**src/rtl/timer_arbiter.sv**
```systemverilog
// Round-robin owner of a single shared one-shot down-counter for N requesters.
// Optional owner-abort during a run is enabled by defining TIMER_ARBITER_ABORT_EN.
module timer_arbiter #(
  parameter  int W  = 8,
  parameter  int N  = 4,
  localparam int IW = (N > 1) ? $clog2(N) : 1
) (
  input  logic           clock,
  input  logic           reset,
  input  logic [N-1:0]   req,
  input  logic [N*W-1:0] value,
  output logic [N-1:0]   grant,
  output logic [N-1:0]   done,
  output logic           busy,
  output logic [IW-1:0]  index
);

  typedef enum logic {
    IDLE = 1'b0,
    RUN  = 1'b1
  } state_t;

  state_t         state_q, state_d;
  logic [W-1:0]   count_q, count_d;
  logic [N-1:0]   grant_q, grant_d;
  logic [N-1:0]   done_q, done_d;
  logic [IW-1:0]  index_q, index_d;
  logic [IW-1:0]  last_q, last_d;

  logic           winFound;
  logic [IW-1:0]  winIdx;
  logic [W-1:0]   winValue;
  logic [W-1:0]   loadValue;

  function automatic logic [IW-1:0] wrapIdx(input logic [IW-1:0] base, input int offset);
    int sum;
    sum = (int'(base) + offset) % N;
    return IW'(sum);
  endfunction

  function automatic logic [N-1:0] oneHot(input logic [IW-1:0] idx);
    logic [N-1:0] vec;
    vec = '0;
    vec[idx] = 1'b1;
    return vec;
  endfunction

  // Search upward from the slot after the previous winner so every holder gets a turn.
  always_comb begin
    winFound = 1'b0;
    winIdx   = '0;
    for (int k = 1; k <= N; k++) begin
      if (!winFound && req[wrapIdx(last_q, k)]) begin
        winFound = 1'b1;
        winIdx   = wrapIdx(last_q, k);
      end
    end
  end

  // A zero delay still occupies the timer for one cycle.
  always_comb begin
    winValue  = value[int'(winIdx)*W +: W];
    loadValue = (winValue == '0) ? W'(1) : winValue;
  end

  always_comb begin
    state_d = state_q;
    count_d = count_q;
    grant_d = grant_q;
    done_d  = '0;
    index_d = index_q;
    last_d  = last_q;

    case (state_q)
      IDLE: begin
        if (winFound) begin
          count_d = loadValue;
          grant_d = oneHot(winIdx);
          index_d = winIdx;
          last_d  = winIdx;
          state_d = RUN;
        end
      end

      RUN: begin
        // Completion takes priority over an abort sampled at the same edge.
        if (count_q == W'(1)) begin
          count_d = '0;
          done_d  = oneHot(index_q);
          grant_d = '0;
          state_d = IDLE;
        end
`ifdef TIMER_ARBITER_ABORT_EN
        else if (!req[index_q]) begin
          count_d = '0;
          grant_d = '0;
          state_d = IDLE;
        end
`endif
        else begin
          count_d = count_q - W'(1);
        end
      end

      default: begin
        state_d = IDLE;
        count_d = '0;
        grant_d = '0;
      end
    endcase
  end

  always_ff @(posedge clock) begin
    if (reset) begin
      state_q <= IDLE;
      count_q <= '0;
      grant_q <= '0;
      done_q  <= '0;
      index_q <= '0;
      last_q  <= IW'(N - 1);
    end else begin
      state_q <= state_d;
      count_q <= count_d;
      grant_q <= grant_d;
      done_q  <= done_d;
      index_q <= index_d;
      last_q  <= last_d;
    end
  end

  assign grant = grant_q;
  assign done  = done_q;
  assign busy  = |grant_q;
  assign index = index_q;

endmodule

```
**config.mk**
```make
export PLATFORM = sky130hd
export DESIGN_NAME = timer_arbiter
export DESIGN_NICKNAME = d
export VERILOG_FILES = /design/src/rtl/timer_arbiter.sv
export SDC_FILE = /design/constraint.sdc
export NUM_CORES = 1
export LEC_CHECK = 0
export BUFFER_PORTS_ARGS = -buffer_cell sky130_fd_sc_hd__buf_2
export CAP_MARGIN = 10
export CELL_PAD_IN_SITES_DETAIL_PLACEMENT = 0
export CELL_PAD_IN_SITES_GLOBAL_PLACEMENT = 1
export CORE_AREA = 2 2 66 68
export CTS_CLUSTER_DIAMETER = 150
export DETAILED_ROUTE_END_ITERATION = 8
export DIE_AREA = 0 0 68 70
export PLACE_DENSITY_LB_ADDON = 0.1
export SYNTH_ARGS = -nofsm -noshare
export SYNTH_HDL_FRONTEND = slang
export SYNTH_SLANG_ARGS = --single-unit
```
**constraint.sdc**
```tcl
create_clock -name clock -period 2.39 [get_ports clock]
set_clock_uncertainty 0.05 [all_clocks]
set_input_delay 0.478 -clock clock [delete_from_list [all_inputs] [get_ports clock]]
set_output_delay 0.478 -clock clock [all_outputs]
set_load 0.02 [all_outputs]
```
* Word level (Yosys, flattened, before mapping)
Cells that the tools add are included.
** Word-level totals
- Logic and storage cells :: 68
- Bits in writable memories :: 0
- Flip-flop bits (word level) :: 21
- Latch bits :: 0
- ROM bits :: 0
- Input port bits :: 38
- Memories :: 0
** Cells by class
- Shifts and indexed selects :: 1
- $lt $le $gt $ge :: 8
- $mul :: 0
- Div/mod/pow operators :: 0
- Equality and inequality tests :: 3
- Reduce and logical (&&, ||, !) cells :: 13
- Bitwise logic cells :: 2
- Add/sub/neg operators :: 5
- Multiplexer cells :: 30
** Operators with widths (count)
- $shiftx 32x6->8 :: 1
- $mux 8 :: 3
- $lt 2x3->1 const B :: 6
- $pmux 8 s2 :: 1
- $mux 1 :: 12
- $bmux 1 s2 :: 4
- $eq 8x1->1 const B :: 1
- $logic_not 8->1 :: 1
- $mux 2 :: 4
- $mux 4 :: 2
- $pmux 4 s2 :: 1
- $sub 8x1->8 const B :: 1
- $logic_and 1x1->1 :: 5
- $add 2x1->2 const B :: 2
- $add 2x2->2 const B :: 2
- $demux 1 s2 :: 2
- $ge 2x1->1 const B :: 2
- $reduce_and 2->1 :: 2
- $reduce_or 4->1 :: 1
- $logic_not 1->1 :: 3
- $reduce_or 3->1 :: 1
- $ne 2x1->1 const B :: 1
- $ne 2x2->1 const B :: 1
- $not 1->1 :: 2
- $pmux 1 s2 :: 1

* Longest topological paths before layout
Gate-level depths: netlist of the first run.
- Depth after elaboration :: 19
- Mapped depth :: 8
- Mapped depth without buffers :: 8

* Worst setup path before layout of the first run
OpenSTA, ideal clock, no wires.
- Kind :: input to register
- From :: in req[1]
- To :: reg count_q[0]
- Data required time :: 2265 ps
- Stages on the path :: 7
- Setup slack :: 288 ps
- Data arrival time :: 1977 ps
- Cell sequence :: or3b_1 > o221ai_2 > buf_6 > mux2i_1 > mux2i_1 > or4_1 > o22ai_1
** Between the ends
- Longest elaborated chain between the ends :: 17
- Elaborated cells between the ends (all ways) :: 28
** Ends and longest elaborated chain
- start, declared :: RTL line 10 : input logic [N-1:0] req,
- $bmux 1 s2 :: RTL line 53 : if (!winFound && req[wrapIdx(last_q, k)]) begin
- $mux 1 (not written as such) :: RTL line 53
- $mux 1 :: RTL line 53
- $logic_not 1->1 :: RTL line 53
- $logic_and 1x1->1 :: RTL line 53
- $mux 1 :: RTL line 53
- $logic_not 1->1 :: RTL line 53
- $logic_and 1x1->1 :: RTL line 53
- $mux 1 :: RTL line 53
- $logic_not 1->1 :: RTL line 53
- $logic_and 1x1->1 :: RTL line 53
- $mux 2 :: RTL line 53
- $shiftx 32x6->8 :: RTL line 62 : winValue = value[int'(winIdx)*W +: W];
- $logic_not 8->1 :: RTL line 63 : loadValue = (winValue == '0) ? W'(1) : winValue;
- $mux 8 :: RTL line 63
- $mux 8 :: RTL line 76 : if (winFound) begin
- $pmux 8 s2 :: RTL line 74 : case (state_q)
- end signal, assigned :: RTL line 123 : count_q <= count_d;
- end, declared :: RTL line 24 : logic [W-1:0] count_q, count_d;
Parallel ways exist; a longest one is shown, timed or not. The select of a mux whose other input is x is not followed.
A chain may end at the register's enable or synchronous reset.

* Final worst setup path of the first run
- From :: reg last_q[1]
- To :: reg count_q[0]
** Between the ends
- Longest elaborated chain between the ends :: 18
- Elaborated cells between the ends (all ways) :: 32
** Ends and longest elaborated chain
- start, declared :: RTL line 28 : logic [IW-1:0] last_q, last_d;
- start signal, assigned :: RTL line 120 : last_q <= IW'(N - 1);
- start signal, assigned :: RTL line 127 : last_q <= last_d;
- $add 2x1->2 :: RTL line 37 : sum = (int'(base) + offset) % N;
- $bmux 1 s2 :: RTL line 53
- $mux 1 (not written as such) :: RTL line 53
- $mux 1 :: RTL line 53
- $logic_not 1->1 :: RTL line 53
- $logic_and 1x1->1 :: RTL line 53
- $mux 1 :: RTL line 53
- $logic_not 1->1 :: RTL line 53
- [2 not listed]
- $logic_not 1->1 :: RTL line 53
- $logic_and 1x1->1 :: RTL line 53
- $mux 2 :: RTL line 53
- $shiftx 32x6->8 :: RTL line 62
- $logic_not 8->1 :: RTL line 63
- $mux 8 :: RTL line 63
- $mux 8 :: RTL line 76
- $pmux 8 s2 :: RTL line 74
Parallel ways exist; a longest one is shown, timed or not. The select of a mux whose other input is x is not followed.

==> results of run 1 <==
[state kept, by name, indices dropped and copies added (netlist names)]
name,flops
count_q,8
state_q,1
done,4
last_q,2
index,2
grant,4
[metal layers]
layer / track usage / share of wire
met5: 0 / 0
met4: 0.0333 / 0.012
met3: 0.0403 / 0.067
met2: 0.282 / 0.51
met1: 0.211 / 0.41
[cells by family (layout without fill, tap and decap cells)]
group,after synthesis,after routing
simple gates,59,59
compound gates,35,35
fa+ha+maj,2,2
mux,27,27
flops,21,21
buf+inv,13,68
xor+xnor,2,2
[power by group]
part           switching (mW)  internal, mW
registers              0.0453         0.387
clock network           0.119         0.116
logic                   0.207         0.188
[cells in the final DEF (no fill, tap or decap), drive strengths merged, types with 3 or more instances in the layout]
cell    instances
a211oi          4
buf            58
nand2           6
inv             6
o21ai           7
dfxtp          21
a21oi           4
nor2           24
mux2i          25
nor4            6
nor3            7
a221oi          5
nand2b          4
clkbuf          3
[per-stage QoR]
step / instance area, um^2 / instances / utilization
2_1_floorplan: 1390 / 159 / -
4_1_cts: 1760 / 266 / 0.426
3_5_place_dp: 1720 / 262 / 0.415
5_1_grt: 1780 / 266 / 0.428
6_report: 1780 / 266 / 0.428
3_3_place_gp: 1720 / 262 / 0.415
[worst max-delay path, stage by stage, from the launching register on]
cell and delay, ps:
dfxtp_1 420, o21ai_0 190, o221ai_4 380, mux2i_1 240, mux2i_1 130, or4_1 520
o22ai_1 150
[area by class of cell]
| type | instances | area (um^2) |
|---|---|---|
| clock buffers | 3 | 41.3 |
| multi-input cells | 125 | 906 |
| repair buffers | 58 | 315 |
| fillers | 416 | 2370 |
| inverters | 6 | 22.5 |
| well taps | 52 | 65.1 |
| clock inverters | 1 | 5.00 |
| flip-flops and latches | 21 | 420 |
[timing repair]
action / CTS / global route
setup endpoints to repair: 0 / 3
gates resized for setup: 0 / 1
setup buffers: 0 / 0
[how the worst max path moves through the flow]
stage                          from  slack (ps)    endpoint
final                     last_q[1]         230  count_q[0]
after global routing      last_q[1]          30  count_q[0]
after CTS                 last_q[0]          40  count_q[2]
after detailed placement     req[3]        -100  count_q[2]
after global placement       req[3]         -10  count_q[0]
after floorplan              req[1]         290  count_q[0]
==> flow_summary.toml, run 1 <==
[timing]
fin_tns_setup_ps = 0
fin_ws_ps = 229
maxSlewViolCount = 0
hold_violations = 0
hold_ws_ps = 422
relSlewSlack = 0.607
tightest_slew_ps = 588
setup-violations-final = 0
finalCritPeriodShare = 0.904
period_minus_slack_ps = 2160
rsz0062_at_grt = "no"
fmax_mhz = 463

[detailed_routing]
dr_total_vias = 1404
first_pass_iters = 4
final_antenna_net_count = 0
wire_per_inst_um = 13.8
wirelength_um = 3660
drtIter0Drc = 46
avgViaCountPerCell = 5.28
route.detailed.drc = 0

[worst_setup_path]
crit_fanout = 10
ff2ff_path_depth = 6
start_kind = "register"
arrival_ps = 2300
r2r_setup_slack_ps = 230
path_class = "reg -> reg"
r2r_end = "count_q[0]"
rr_startpoint = "last_q[1]"
required_ps = 2530
cp-end-kind = "register"

[cts]
root_buffer = "clkbuf_8"
cts.sink_count = 21
cts_htree_levels = 1
cts_hold_buf = 0
clkSlewWorstSetupHoldPaths_ps = 80
cts_buffers = 3
cts_buffer_depth = 2
cts_tree = "yes"
clkLatencyLatePin_ps = 260

[logic_synthesis]
synth_top_family_by_area = "simple AND/OR/NAND/NOR gates"
synth_xor_area_frac = 0.0126
synth_edf_count = 0
seq_area_frac_synth = 0.302
netlist_top_cells_count = "mux2i_1 (25), nor2_1 (24), dfxtp_1 (21), nor3_1 (7), o21ai_0 (7)"
asyncSetResetFlopFracSynth = 0
synth_top_area_share = 0.302
synth.area.top_cells = "dfxtp_1 (30%), mux2i_1 (18%), nor2_1 (6.5%)"
synth_cells = 159
synth_fa_ha_area_frac = 0.0180
synth_simple_gate_area_frac = 0.221
ys_warn_count = 0
synth_nets = 199
ys_seq_elements = 21
synth_compound_area_frac = 0.195
synth_ff_type = "dfxtp_1"
syn_area_um2 = 1390
synth_area_leader_cell = "dfxtp_1"
synth.mux.area_fraction = 0.196
synth_cell_types = 43
synth_most_common_cell = "mux2i_1"
syn_avg_cell_area_um2 = 8.74

[power]
p_leak_nw = 0.863
power_density_nw_per_um2 = 598
p_total_mw = 1.06
vdd_drop_max_mv = 0.326

[die]
start_util = 0.335
die-area_um2 = 4760
coreArea_um2 = 4140
ioPinCount = 49
die_x_um = 68
die_y_um = 70
num_rows = 24

[flow_run]
drv_cap = 0

[global_route]
grt_pass1_vias = 1415
grt.overflow.total = 0
grt_usage = 0.166
antenna_found_initial = 0
grt_pass1_wl_um = 6260
grt_max_degree = 19

[worst_hold_path]
whs_path_depth = 1
hp-start = "index[0]"
min_to = "done[2]"
hold_path.class = "reg -> reg"

[cells_and_area]
num_antenna_cells = 0
drive_above_1_share = 0.332
nets = 255
syn_to_final_growth_pct = 27.7

[placement]
port_buffers = 48
dp_slack_ps = -104
dpl.hpwl_um = 2940
gp_congestion = 0.855

[run_status]
run_status = "finished clean"
No activity file was read; power rests on OpenSTA's default activity.
==> run 2: changes to the inputs <==
--- a/config.mk
+++ b/config.mk
@@ -13,7 +13,7 @@
 export CTS_CLUSTER_DIAMETER = 150
 export DETAILED_ROUTE_END_ITERATION = 8
 export DIE_AREA = 0 0 68 70
-export PLACE_DENSITY_LB_ADDON = 0.1
+export PLACE_DENSITY = 0.85
 export SYNTH_ARGS = -nofsm -noshare
 export SYNTH_HDL_FRONTEND = slang
 export SYNTH_SLANG_ARGS = --single-unit
==> run 2 against run 1 <==
- routed wire length shrank 6.9%
- worst setup slack got worse by 29 ps
- sequential cell count unchanged
- register-to-register slack lost 30 ps
- worst hold slack lost 2.6 ps
- final area grew 0.63%
- power is essentially flat
- sequential power is 1% lower
- sequential share of layout area fell by 0.15 points
- global-route usage is 0.99 points lower
- clock-buffer cell count stayed put
- critical path type unchanged
- largest cell class unchanged
- highest routed layer unchanged
==> flow_summary.toml, run 2 (same netlist as run 1, synthesis figures left out) <==
[run_status]
run_status = "finished clean"

[die]
num_rows = 24
die_x_um = 68
start_util = 0.335
coreArea_um2 = 4140
ioPinCount = 49
die_y_um = 70
die-area_um2 = 4760

[power]
power_frac_comb = 0.377
p_sw_uw = 366
vdd_drop_max_mv = 0.222
swShare = 0.345
power_density_nw_per_um2 = 594
p_int_uw = 696
p_leak_nw = 0.874
p_seq_frac = 0.402
clkPwrFrac = 0.221

[cells_and_area]
final_cells = 269
nFillCells = 428
utilization = 0.431
regMostFlops = "count_q"
largest_reg_flops = 8
final_cell_mix = "buf_2 (48), mux2i_1 (25), nor2_1 (24)"
final_common_cell = "buf_2"
syn_to_final_growth_pct = 28.5
nets = 258
final_area_um2 = 1790
num_antenna_cells = 0
drive_above_1_share = 0.341

[detailed_routing]
wirelength_um = 3410
dr_total_vias = 1382
first_pass_iters = 4
drtIter0Drc = 33
route.detailed.drc = 0
avgViaCountPerCell = 5.14
final_antenna_net_count = 0
wire_per_inst_um = 12.7

[worst_hold_path]
hold_path.class = "reg -> reg"
hp-start = "index[0]"

[timing]
relSlewSlack = 0.558
setup-violations-final = 0
rsz0062_at_grt = "no"
fin_ws_ps = 200
hold_violations = 0
fmax_mhz = 457
period_minus_slack_ps = 2190
tightest_slew_ps = 662
maxSlewViolCount = 0
finalCritPeriodShare = 0.916

[placement]
dp_cells = 265
dp_slack_ps = -21.8
postPlaceCellArea_um2 = 1740
dpl.hpwl_um = 2760
gp_congestion = 0.870
port_buffers = 48

[global_route]
grt_usage = 0.156
grt_pass1_wl_um = 5950
grt_pass1_vias = 1367
grt_max_degree = 19
antenna_found_initial = 0
grt.overflow.total = 0

[worst_setup_path]
start_kind = "register"
max_stage_delay_ps = 530
required_ps = 2530
cp_cell_sequence = "and2b_4, o221ai_2, mux2i_1, mux2i_1, or4_1, o22ai_1"
cp_slowest_cell = "o221ai_2"
path_class = "reg -> reg"
rr_startpoint = "last_q[0]"
arrival_ps = 2330
setup.worst_path.start = "last_q[0]"
cpMostUsedCell = "mux2i_1"
crit_fanout = 11
cp-end-kind = "register"

[cts]
clkSlewWorstSetupHoldPaths_ps = 80
cts_repair_resize_count = 0
root_buffer = "clkbuf_8"
cts_buffer_depth = 2
cts_htree_levels = 1
clkLatencyLatePin_ps = 260
cts_tree = "yes"
cts_hold_buf = 0
cts_buffers = 3
cts.sink_count = 21
cts_setup_buffers = 0

[flow_run]
drv_cap = 0
-- run 2: through the flow --
step                hold slack [ps]  power, mW  TNS, ps
floorplan                       417      0.719        0
global placement                414      0.832        0
detailed placement              414      0.836    -26.4
CTS                             426       1.07        0
global route                    475       1.14        0
finish                          420       1.06        0
-- run 2: final cells by class --
type                    count  area, um^2  area share
clock inverters             1        5.00     0.00280
flip-flops and latches     21         420       0.235
repair buffers             61         338       0.189
multi-input cells         125         895       0.501
inverters                   6        22.5      0.0126
clock buffers               3        41.3      0.0231
well taps                  52        65.1      0.0364
-- run 2: critical path: cells and delay by family, from the launching register on --
kind,cells,cell delay [ps]
compound gates,2,660
flops,1,330
mux,2,370
simple gates,2,710
-- run 2: path summary, 6_finish.rpt --
path / to / slack (ps) / cells after the start
worst max register to register: count_q[0] / 200 / 6
worst max-delay path: count_q[0] / 200 / 6
worst min register to register: done[2] / 420 / 1
worst min-delay path: done[2] / 420 / 1
-- run 2: power by group through the flow --
stage          Clock, mW  Sequential [mW]  Combinational (mW)
2_1_floorplan          0            0.436               0.284
3_3_place_gp           0            0.436               0.396
4_1_cts            0.244            0.427               0.402
3_5_place_dp           0            0.434               0.401
6_report           0.235            0.427               0.400
5_1_grt            0.260            0.435               0.450
-- run 2: layer usage --
layer  wire (um)  track usage  up-vias  part of all wire
met3         121       0.0354        2             0.035
li1            -            -      710                 -
met2        1720        0.280       31              0.51
met1        1550        0.190      639              0.46
met4          11       0.0200        0            0.0032
met5           0            0        -                 0
==> run 3: changes to the inputs <==
==> config.mk (replaced) <==
export PLATFORM = sky130hd
export DESIGN_NAME = timer_arbiter
export DESIGN_NICKNAME = d
export VERILOG_FILES = /design/src/rtl/timer_arbiter.sv
export SDC_FILE = /design/constraint.sdc
export NUM_CORES = 1
export LEC_CHECK = 0
export ABC_AREA = 1
export BUFFER_PORTS_ARGS = -buffer_cell sky130_fd_sc_hd__buf_2
export CAP_MARGIN = 10
export CELL_PAD_IN_SITES_DETAIL_PLACEMENT = 0
export CELL_PAD_IN_SITES_GLOBAL_PLACEMENT = 1
export CORE_AREA = 2 2 72 74
export CTS_CLUSTER_DIAMETER = 150
export DETAILED_ROUTE_END_ITERATION = 8
export DIE_AREA = 0 0 74 76
export PLACE_DENSITY = 0.86
export SYNTH_ARGS = -nofsm -noshare
export SYNTH_HDL_FRONTEND = slang
export SYNTH_SLANG_ARGS = --single-unit
==> run 3 against run 2 <==
- fmax down 5.7%
- final cell count grew 46%
- clock-buffer cell count unchanged
- sequential power grew 33%
- synthesized area rose by 17%
- die area is 18% higher
- utilization is 0.92 points higher
- sequential share of layout area fell by 4.0 points
- first-iteration DRC count increased by 85%
- global-route usage down 1.0 points
- worst setup slack worse by 130 ps
- highest routed layer unchanged
==> flow_summary.toml, run 3 <==
[timing]
hold_violations = 0
rsz0062_at_grt = "yes"
finalCritPeriodShare = 0.972
fin_ws_ps = 67.2
maxSlewViolCount = 0
period_minus_slack_ps = 2320
relSlewSlack = 0.711
setup-violations-final = 0
tightest_slew_ps = 432
fmax_mhz = 431

[logic_synthesis]
ys_seq_elements = 21
seq_area_frac_synth = 0.259
asyncSetResetFlopFracSynth = 0
synth_cells = 262
synth_most_common_cell = "nand2_1"
ys_warn_count = 0
synth.area.top_cells = "dfxtp_1 (26%), nand2_1 (24%), nand3_1 (7.7%)"
synth_nets = 302
synth_top_area_share = 0.259
synth_edf_count = 0
synth_area_leader_cell = "dfxtp_1"
syn_avg_cell_area_um2 = 6.19
synth_ff_type = "dfxtp_1"
netlist_top_cells_count = "nand2_1 (105), nand3_1 (25), dfxtp_1 (21), nand2_2 (18), inv_1 (13)"
synth_cell_types = 33
syn_area_um2 = 1620

[detailed_routing]
final_antenna_net_count = 0
first_pass_iters = 4
avgViaCountPerCell = 4.68
wire_per_inst_um = 11.2
route.detailed.drc = 0
wirelength_um = 4400
dr_total_vias = 1836
drtIter0Drc = 61

[die]
die_y_um = 76
start_util = 0.330
die_x_um = 74
ioPinCount = 49
die-area_um2 = 5620
coreArea_um2 = 4910
num_rows = 26

[cells_and_area]
final_common_cell = "nand2_1"
num_antenna_cells = 0
final_cells = 392
nets = 363
final_cell_mix = "nand2_1 (90), buf_2 (48), nand2_2 (31)"
regMostFlops = "count_q"
regArea_um2 = 423
largest_reg_flops = 8
drive_above_1_share = 0.376
nFillCells = 535
utilization = 0.440
syn_to_final_growth_pct = 33.4
multiInputGateArea_um2 = 1140

[cts]
clkSlewWorstSetupHoldPaths_ps = 90
root_buffer = "clkbuf_8"
cts_tree = "yes"
cts_buffers = 3
cts_hold_buf = 0
cts_buffer_depth = 2
cts_htree_levels = 1
clkLatencyLatePin_ps = 270
cts.sink_count = 21

[placement]
gp_congestion = 0.787
dp_cells = 375
dp_slack_ps = 145
port_buffers = 48
dpl.hpwl_um = 3080

[worst_setup_path]
cp-end-kind = "register"
setup.worst_path.start = "last_q[0]"
crit_fanout = 6
r2r_end = "count_q[0]"
arrival_ps = 2480
start_kind = "register"
r2r_setup_slack_ps = 70
cp-endpoint = "count_q[0]"
ff2ff_path_depth = 19
required_ps = 2540
rr_startpoint = "last_q[0]"
path_class = "reg -> reg"

[global_route]
grt_pass1_wl_um = 6740
grt_usage = 0.146
grt_pass1_vias = 1564
grt.overflow.total = 0
antenna_found_initial = 0
grt_max_degree = 20

[power]
p_leak_nw = 1.10
vdd_drop_max_mv = 0.799
power_density_nw_per_um2 = 1750

[run_status]
run_status = "finished clean"

[worst_hold_path]
hold_path.class = "reg -> reg"
hp-start = "grant[1]"

[flow_run]
drv_cap = 0
-- run 3: logic make-up after synthesis --
kind of cell / Yosys count / synth area share
buf+inv: 29 / 0.0972
compound gates: 32 / 0.115
fa+ha+maj: 2 / 0.0154
xor+xnor: 5 / 0.0270
flops: 21 / 0.259
simple gates: 173 / 0.486
-- run 3: worst max-delay path: stages (launching register included) --
cell and delay, ps:
dfxtp_2 320, buf_6 130, buf_6 130, nand2_2 60
nand2_2 50, nand2_2 90, nand2_4 70, nor2_4 120
nand3b_1 150, nor2_1 140, a21oi_1 50, buf_4 140
buf_6 120, nand2_2 50, nand2_2 60, nor2_2 120
nand2_1 60, o21ai_1 120, nand2_1 70, a21oi_2 130
-- run 3: worst min path at each step --
stage	cells after the start	slack (ps)	end
floorplan	2	430	count_q[1]
global placement	2	410	grant[0]
detailed placement	2	420	grant[0]
CTS	2	430	grant[3]
global route	2	450	index[0]
finish	2	430	grant[1]
-- run 3: repair_timing --
action                     4_1_cts  5_1_grt
setup endpoints to repair        0        1
hold endpoints to repair         0        0
buffers inserted                 0       11
resized for setup                0       36
-- run 3: through the flow --
stage                     total power [mW]  cell area [um^2]  hold slack, ps  setup TNS (ps)
after floorplan                       2.45              1620             426               0
after global placement                2.82              1910             413               0
after detailed placement              2.84              1910             417               0
after CTS                             3.09              1960             429               0
after global routing                  4.17              2160             447            -143
final                                 3.78              2160             430               0
-- run 3: power by group --
part / leakage [nW] / switching (mW) / internal (mW)
combinational: 0.902 / 1.78 / 1.18
clock: 0.0217 / 0.128 / 0.118
sequential: 0.172 / 0.109 / 0.462
-- run 3: cell type report --
type	instances	area share
clock buffers	3	0.0191
multi-input cells	214	0.526
flip-flops and latches	21	0.195
well taps	70	0.0405
inverters	20	0.0416
repair buffers	63	0.174
clock inverters	1	0.00347
-- run 3: metal layers --
metal  vias to the layer above  GRT usage  routed length [um]
li1                        973          -                   -
met1                       817      0.196                2160
met2                        42      0.236                2040
met3                         4     0.0212                 157
met4                         0     0.0491                  45
met5                         -          0                   0
